[config.mk]
export PLATFORM = sky130hd
export DESIGN_NAME = ddr2_af_cmd_reader_0
export DESIGN_NICKNAME = d
export VERILOG_FILES = /design/src/rtl/ddr2_af_cmd_reader_0_pkg.sv /design/src/rtl/ddr2_open_row_table_0.sv /design/src/rtl/ddr2_af_cmd_reader_0.sv
export SDC_FILE = /design/constraint.sdc
export NUM_CORES = 1
export LEC_CHECK = 0
export ABC_AREA = 1
export CAP_MARGIN = 40
export CORE_UTILIZATION = 30
export CTS_CLUSTER_DIAMETER = 50
export CTS_CLUSTER_SIZE = 14
export DETAILED_ROUTE_END_ITERATION = 7
export GPL_TIMING_DRIVEN = 0
export PLACE_DENSITY = 0.57
export REMOVE_ABC_BUFFERS = 1
export SYNTH_ARGS = -nofsm -noshare
export SYNTH_HDL_FRONTEND = slang
export SYNTH_SLANG_ARGS = --single-unit
[constraint.sdc]
create_clock -name clk0 -period 2.4 [get_ports clk0]
set_input_delay 0.24 -clock clk0 [delete_from_list [all_inputs] [get_ports clk0]]
set_output_delay 0.24 -clock clk0 [all_outputs]
set_load 0.02 [all_outputs]
[src/rtl/ddr2_af_cmd_reader_0_pkg.sv]
// Shared DDR2 address-FIFO parameters: field widths, bit offsets, command codes
// and the queue entry payload used by the command reader.
package ddr2_af_cmd_reader_0_pkg;

    localparam int unsigned CHIP_ADDRESS   = 1;
    localparam int unsigned BANK_ADDRESS   = 2;
    localparam int unsigned ROW_ADDRESS    = 13;
    localparam int unsigned COLUMN_ADDRESS = 10;

    localparam int unsigned AF_W         = 36;
    localparam int unsigned CMD_W        = 3;
    localparam int unsigned CMD_LSB      = 32;
    localparam int unsigned CONFLICT_BIT = 35;

    // Address packing inside the FIFO word: column at the LSBs, then row, bank, chip.
    localparam int unsigned COL_LSB  = 0;
    localparam int unsigned ROW_LSB  = COL_LSB + COLUMN_ADDRESS;
    localparam int unsigned BANK_LSB = ROW_LSB + ROW_ADDRESS;
    localparam int unsigned CHIP_LSB = BANK_LSB + BANK_ADDRESS;
    localparam int unsigned ADDR_W   = CHIP_LSB + CHIP_ADDRESS;

    localparam int unsigned TBL_IDX_W = CHIP_ADDRESS + BANK_ADDRESS;
    localparam int unsigned TBL_DEPTH = 1 << TBL_IDX_W;

    localparam int unsigned CNT_W     = 2;
    localparam int unsigned Q_DEPTH   = 2;

    typedef enum logic [CMD_W-1:0] {
        AF_CMD_WRITE = 3'b100,
        AF_CMD_READ  = 3'b101
    } af_cmd_e;

    typedef struct packed {
        logic                      conflict;
        logic                      read;
        logic [CHIP_ADDRESS-1:0]   chip;
        logic [BANK_ADDRESS-1:0]   bank;
        logic [ROW_ADDRESS-1:0]    row;
        logic [COLUMN_ADDRESS-1:0] col;
    } cmd_entry_t;

    function automatic logic is_rw_cmd(input logic [CMD_W-1:0] cmd);
        return (cmd == AF_CMD_WRITE) || (cmd == AF_CMD_READ);
    endfunction

    function automatic logic [TBL_IDX_W-1:0] bank_index(
        input logic [CHIP_ADDRESS-1:0] chip,
        input logic [BANK_ADDRESS-1:0] bank
    );
        return {chip, bank};
    endfunction

endpackage

[src/rtl/ddr2_open_row_table_0.sv]
// Open-row tracker: one open bit plus row per chip/bank, updated on command
// retire and cleared by a precharge-all pulse.
module ddr2_open_row_table_0
    import ddr2_af_cmd_reader_0_pkg::*;
(
    input  logic                   clk0,
    input  logic                   rst_n,
    input  logic [TBL_IDX_W-1:0]   lookup_idx,
    input  logic [ROW_ADDRESS-1:0] lookup_row,
    output logic                   page_hit_c,
    input  logic                   retire_en,
    input  logic [TBL_IDX_W-1:0]   retire_idx,
    input  logic [ROW_ADDRESS-1:0] retire_row,
    input  logic                   precharge_all
);

    logic [TBL_DEPTH-1:0]   open_q;
    logic [ROW_ADDRESS-1:0] row_tbl [TBL_DEPTH];

    // Retiring bank opens even when a precharge-all lands in the same cycle.
    always_ff @(posedge clk0 or negedge rst_n) begin
        if (!rst_n) begin
            open_q <= '0;
        end else begin
            for (int i = 0; i < TBL_DEPTH; i++) begin
                if (retire_en && (retire_idx == TBL_IDX_W'(i))) begin
                    open_q[i] <= 1'b1;
                end else if (precharge_all) begin
                    open_q[i] <= 1'b0;
                end
            end
        end
    end

    always_ff @(posedge clk0 or negedge rst_n) begin
        if (!rst_n) begin
            for (int i = 0; i < TBL_DEPTH; i++) begin
                row_tbl[i] <= '0;
            end
        end else if (retire_en) begin
            row_tbl[retire_idx] <= retire_row;
        end
    end

    assign page_hit_c = open_q[lookup_idx] & (row_tbl[lookup_idx] == lookup_row);

endmodule

[src/rtl/ddr2_af_cmd_reader_0.sv]
// Address-FIFO consumer: pops entries, decodes them into a 2-deep command queue
// and presents the head to the scheduler with a page-hit indication.
module ddr2_af_cmd_reader_0
    import ddr2_af_cmd_reader_0_pkg::*;
(
    input  logic                      clk0,
    input  logic                      rst_n,
    input  logic [AF_W-1:0]           af_addr,
    input  logic                      af_empty,
    output logic                      ctrl_af_rden,
    input  logic                      cmd_ready,
    input  logic                      precharge_all,
    output logic                      cmd_valid,
    output logic                      cmd_read,
    output logic [CHIP_ADDRESS-1:0]   cmd_chip,
    output logic [BANK_ADDRESS-1:0]   cmd_bank,
    output logic [ROW_ADDRESS-1:0]    cmd_row,
    output logic [COLUMN_ADDRESS-1:0] cmd_col,
    output logic                      cmd_conflict,
    output logic                      cmd_page_hit,
    output logic                      cmd_illegal
);

    logic                rden_en;
    logic [CNT_W-1:0]    count;
    cmd_entry_t          q_head;
    cmd_entry_t          q_tail;
    cmd_entry_t          af_entry_c;
    logic                pop_c;
    logic                legal_c;
    logic                push_c;
    logic                retire_c;
    logic                unused_bits_c;

    // Pop enable arms one cycle after reset release.
    always_ff @(posedge clk0 or negedge rst_n) begin
        if (!rst_n) begin
            rden_en <= 1'b0;
        end else begin
            rden_en <= 1'b1;
        end
    end

    assign pop_c        = rden_en & ~af_empty & (count < CNT_W'(Q_DEPTH));
    assign ctrl_af_rden = pop_c;

    assign legal_c  = is_rw_cmd(af_addr[CMD_LSB +: CMD_W]);
    assign push_c   = pop_c & legal_c;
    assign retire_c = cmd_valid & cmd_ready;

    assign af_entry_c.conflict = af_addr[CONFLICT_BIT];
    assign af_entry_c.read     = (af_addr[CMD_LSB +: CMD_W] == AF_CMD_READ);
    assign af_entry_c.chip     = af_addr[CHIP_LSB +: CHIP_ADDRESS];
    assign af_entry_c.bank     = af_addr[BANK_LSB +: BANK_ADDRESS];
    assign af_entry_c.row      = af_addr[ROW_LSB +: ROW_ADDRESS];
    assign af_entry_c.col      = af_addr[COL_LSB +: COLUMN_ADDRESS];

    assign unused_bits_c = ^af_addr[CMD_LSB-1:ADDR_W];

    // In-order queue: push lands in the first free slot; retire shifts tail to head.
    always_ff @(posedge clk0 or negedge rst_n) begin
        if (!rst_n) begin
            count  <= '0;
            q_head <= '0;
            q_tail <= '0;
        end else begin
            unique case ({push_c, retire_c})
                2'b10: begin
                    if (count == '0) begin
                        q_head <= af_entry_c;
                    end else begin
                        q_tail <= af_entry_c;
                    end
                    count <= CNT_W'(count + CNT_W'(1));
                end
                2'b01: begin
                    q_head <= q_tail;
                    count  <= CNT_W'(count - CNT_W'(1));
                end
                2'b11: begin
                    // Push needs count < 2 and retire needs count > 0, so count is 1 here.
                    q_head <= af_entry_c;
                end
                default: begin
                end
            endcase
        end
    end

    always_ff @(posedge clk0 or negedge rst_n) begin
        if (!rst_n) begin
            cmd_illegal <= 1'b0;
        end else begin
            cmd_illegal <= pop_c & ~legal_c;
        end
    end

    assign cmd_valid    = (count != '0);
    assign cmd_read     = q_head.read;
    assign cmd_chip     = q_head.chip;
    assign cmd_bank     = q_head.bank;
    assign cmd_row      = q_head.row;
    assign cmd_col      = q_head.col;
    assign cmd_conflict = q_head.conflict;

    ddr2_open_row_table_0 u_open_row_table (
        .clk0          (clk0),
        .rst_n         (rst_n),
        .lookup_idx    (bank_index(q_head.chip, q_head.bank)),
        .lookup_row    (q_head.row),
        .page_hit_c    (cmd_page_hit),
        .retire_en     (retire_c),
        .retire_idx    (bank_index(q_head.chip, q_head.bank)),
        .retire_row    (q_head.row),
        .precharge_all (precharge_all)
    );

endmodule

==> key figures <==
Run status
  – Status: complete, but fails checks
  – Failing checks: negative setup slack

Power and ir drop
  – Internal: 8.22 mW
  – Gate power share: 0.452
  – Psw: 5.60 mW
  – Max VDD drop: 0.615 mV
  – Switching Share: 0.405
  – Pwr dens: 1380 nW/um2
  – Leak: 4.70 nW
  – Clock power frac: 0.194
  – Reg power frac: 0.354

Synthesis
  – Synthesized flop and latch total: 172
  – Synth Cell Area: 7750 um2
  – Synth async-reset ratio: 1.00
  – EDFF count, synth: 0
  – Post-Synthesis Cells: 957
  – Sequential area share after synthesis: 0.555
  – Avg Inst Size Synth: 8.10 um2
  – Yosys cell types: 25
  – Post-synth top flop: dfrtp_1
  – Ys Warns: 0

STA
  – Least-Margin Pin Slew: 0.695 ns
  – Final hold violations: 0
  – Endpoints failing setup: 1
  – Max-slew headroom: 0.536
  – Final Max Slew Viols: 0
  – Final Cycle Share: 1.06
  – Final Hold Slack: 0.368 ns
  – RSZ-0062 raised after global routing: yes
  – Fin worst setup slack: -0.147 ns
  – Fmax: 393 MHz
  – Tmin final: 2.55 ns
  – Max Clock Skew: 0.00838 ns

Die
  – Initial Util: 0.307
  – Core ar.: 25300 um2
  – Full die area: 26500 um2
  – Chip width: 163 um
  – Placement Rows: 58
  – IO Count: 73
  – Die height: 163 um

Clock network
  – Clk_lat worst skew: 0.43 ns
  – Total CTS buffers: 17
  – CTS tree: done
  – Root Buffer: clkbuf_16
  – Clock tree sinks: 172
  – H-tree depth: 4
  – Clk buf depth: 2
  – Clock-pin transition on the worst setup and hold timing paths: 0.07 ns

Placed design
  – Hpwl dp: 12.2 mm
  – PortBufs: 66
  – Placer Congestion: 0.732
  – Post-DP Area: 8850 um2

Finish
  – Antenna cells: 0
  – Seq. cell area: 4310 um2
  – Layout cell share with drive strength beyond 1: 0.123
  – Layout Nets: 1086
  – Post-route cell area: 10000 um2
  – Fillers: 2600
  – Multi-input logic area: 3120 um2
  – Area growth from synthesis to layout: 29.5%

Drt
  – Detailed router's first-iteration violation count: 533
  – Mean number of vias per cell: 4.73
  – Detail Route Antenna Nets: 0
  – Vias: 6559
  – WL final: 21.2 mm
  – DRT Pass-1 Iters: 5
  – WL per Instance: 15.3 um
  – Residual DRC: 0

GRT
  – Initial antenna violation count: 0
  – First-pass GRT wire length: 33.5 mm
  – Vias in the first global route: 6053
  – Total Routing Usage GR: 0.165
  – Largest net degree at the start of global routing: 99
  – Overflow after GRT: 0

Setup path
  – Max stage delay cell, worst path: dfrtp_2
  – Crit Path Category: flip-flop to output pin
  – Worst-path fanout max: 8
  – Critical-path cell list: buf_12 -> clkinv_16 -> nor2_4 -> buf_12 -> nand2_1 -> nand4_1 -> nand2_1 -> nand2_1 -> nand2_1 -> nor2_2 -> nand3_2 -> nor2_4 -> buf_6
  – Crit path arrival time: 2.31 ns
  – Worst Setup End Kind: output pin
  – Worst R2R Setup Slack: 0.14 ns
  – Most used cell along the critical path: nand2_1
  – Crit path largest cell delay: 0.44 ns
  – CP Data Required Time: 2.16 ns
  – Worst setup SP type: flip-flop

Worst hold path
  – Worst hold path type: input pin to flip-flop

Run
  – Maxcap violations: 0
[layout by cell type (no fill, tap or decap), drive strengths merged, types with 2 or more instances in the layout]
| cell type | instances |
|---|---|
| o21ai | 146 |
| xnor2 | 2 |
| clkinvlp | 7 |
| nand3 | 37 |
| clkdlybuf4s50 | 64 |
| nand4 | 12 |
| nand2 | 405 |
| dfrtp | 172 |
| clkbuf | 19 |
| inv | 57 |
| o211ai | 16 |
| nor2 | 34 |
| a21oi | 13 |
| a31oi | 12 |
| clkinv | 6 |
| buf | 47 |
| ha | 2 |
[power groups by stage]
stage | registers (mW) | logic (mW) | clock network [mW]
after global routing | 5.05 | 6.91 | 2.86
final | 4.90 | 6.24 | 2.68
after floorplan | 5.15 | 2.79 | 0
after detailed placement | 4.97 | 5.12 | 0
after CTS | 4.88 | 5.93 | 2.72
after global placement | 5.12 | 4.60 | 0
[cell type report]
class                   count  area share
multi-input cells         681       0.311
clock buffers              17      0.0424
clock inverters            15      0.0138
repair inverters            2     0.00199
flip-flops and latches    172       0.429
well taps                 330      0.0411
repair buffers            115       0.135
inverters                  54      0.0262
[path summary, 6_finish.rpt]
| check | start | end | depth (start not counted) |
|---|---|---|---|
| min in group asynchronous | rst_n | u_open_row_table.row_tbl[23]$_DFFE_PN0P_ | 2 |
| max reg2reg | count[0]$_DFFE_PN0P_ | cmd_row[7]$_DFFE_PN0P_ | 9 |
| min reg2reg | q_tail[27]$_DFFE_PN0P_ | q_tail[27]$_DFFE_PN0P_ | 2 |
| min | af_addr[4] | q_tail[4]$_DFFE_PN0P_ | 3 |
| max | cmd_bank[0]$_DFFE_PN0P_ | cmd_page_hit | 13 |
| max in group asynchronous | rst_n | u_open_row_table.row_tbl[47]$_DFFE_PN0P_ | 3 |
[stage by stage]
| step | total power, mW | setup slack (ns) | util | cells | TNS, ns |
|---|---|---|---|---|---|
| 2_1_floorplan | 7.94 | -0.507 | - | 907 | -13.94 |
| 3_3_place_gp | 9.72 | -6.38 | 0.340 | 1303 | -1272.29 |
| 3_5_place_dp | 10.1 | -0.976 | 0.351 | 1312 | -35.54 |
| 4_1_cts | 13.5 | -0.158 | 0.389 | 1373 | -0.158 |
| 5_1_grt | 14.8 | -0.256 | 0.397 | 1386 | -0.256 |
| 6_report | 13.8 | -0.147 | 0.397 | 1386 | -0.147 |
[cells by family (layout without fill, tap and decap cells)]
kind of cell,after synthesis,count (layout),share of synthesized area
other,1,1,0.000484
AOI/OAI and AO/OA,187,187,0.128
and+or+nand+nor,489,489,0.255
buffers and inverters,104,203,0.0560
adders and majority gates,2,2,0.00323
xor gates and xnor gates,2,2,0.00226
DFF,172,172,0.555
[registers in the layout, indices dropped and copies added, names as in the netlist, 2 cells and up]
name and count:
cmd_bank 2, cmd_col 10, cmd_row 13, count 2
q_tail 28, u_open_row_table.open_q 8, u_open_row_table.row_tbl 104
[layer usage]
layer | up-vias | wire, um | global-route usage
met4 | 0 | 367 | 0.0531
met3 | 30 | 1230 | 0.0346
met1 | 3091 | 10100 | 0.234
met2 | 180 | 9490 | 0.251
met5 | - | 0 | 0
li1 | 3258 | - | -
[worst max-delay path, delay by kind of cell, from the launching register on]
kind / cells / cell delay [ns]
flops: 1 / 0.44
buf+inv: 4 / 0.55
simple gates: 9 / 0.87
[what timing repair did]
item / CTS / global route
buffers inserted: 25 / 11
gates resized for setup: 31 / 25
pin swaps: 13 / 21
setup endpoints to repair: 123 / 17
hold buffers: 1 / 0
hold endpoints to repair: 74 / 0
gates cloned: 3 / 2
[cell usage after synthesis, types with 12 or more instances]
cell type,number,area share
nand3_1,29,0.019
a21oi_1,13,0.0084
inv_1,47,0.023
nand4_1,12,0.0097
clkbuf_1,31,0.015
o211ai_1,16,0.015
o21ai_0,143,0.092
buf_2,12,0.0077
nor2_1,31,0.015
nand2_1,404,0.20
a31oi_1,12,0.0097
dfrtp_1,172,0.56
No activity file was read; power rests on OpenSTA's default activity.
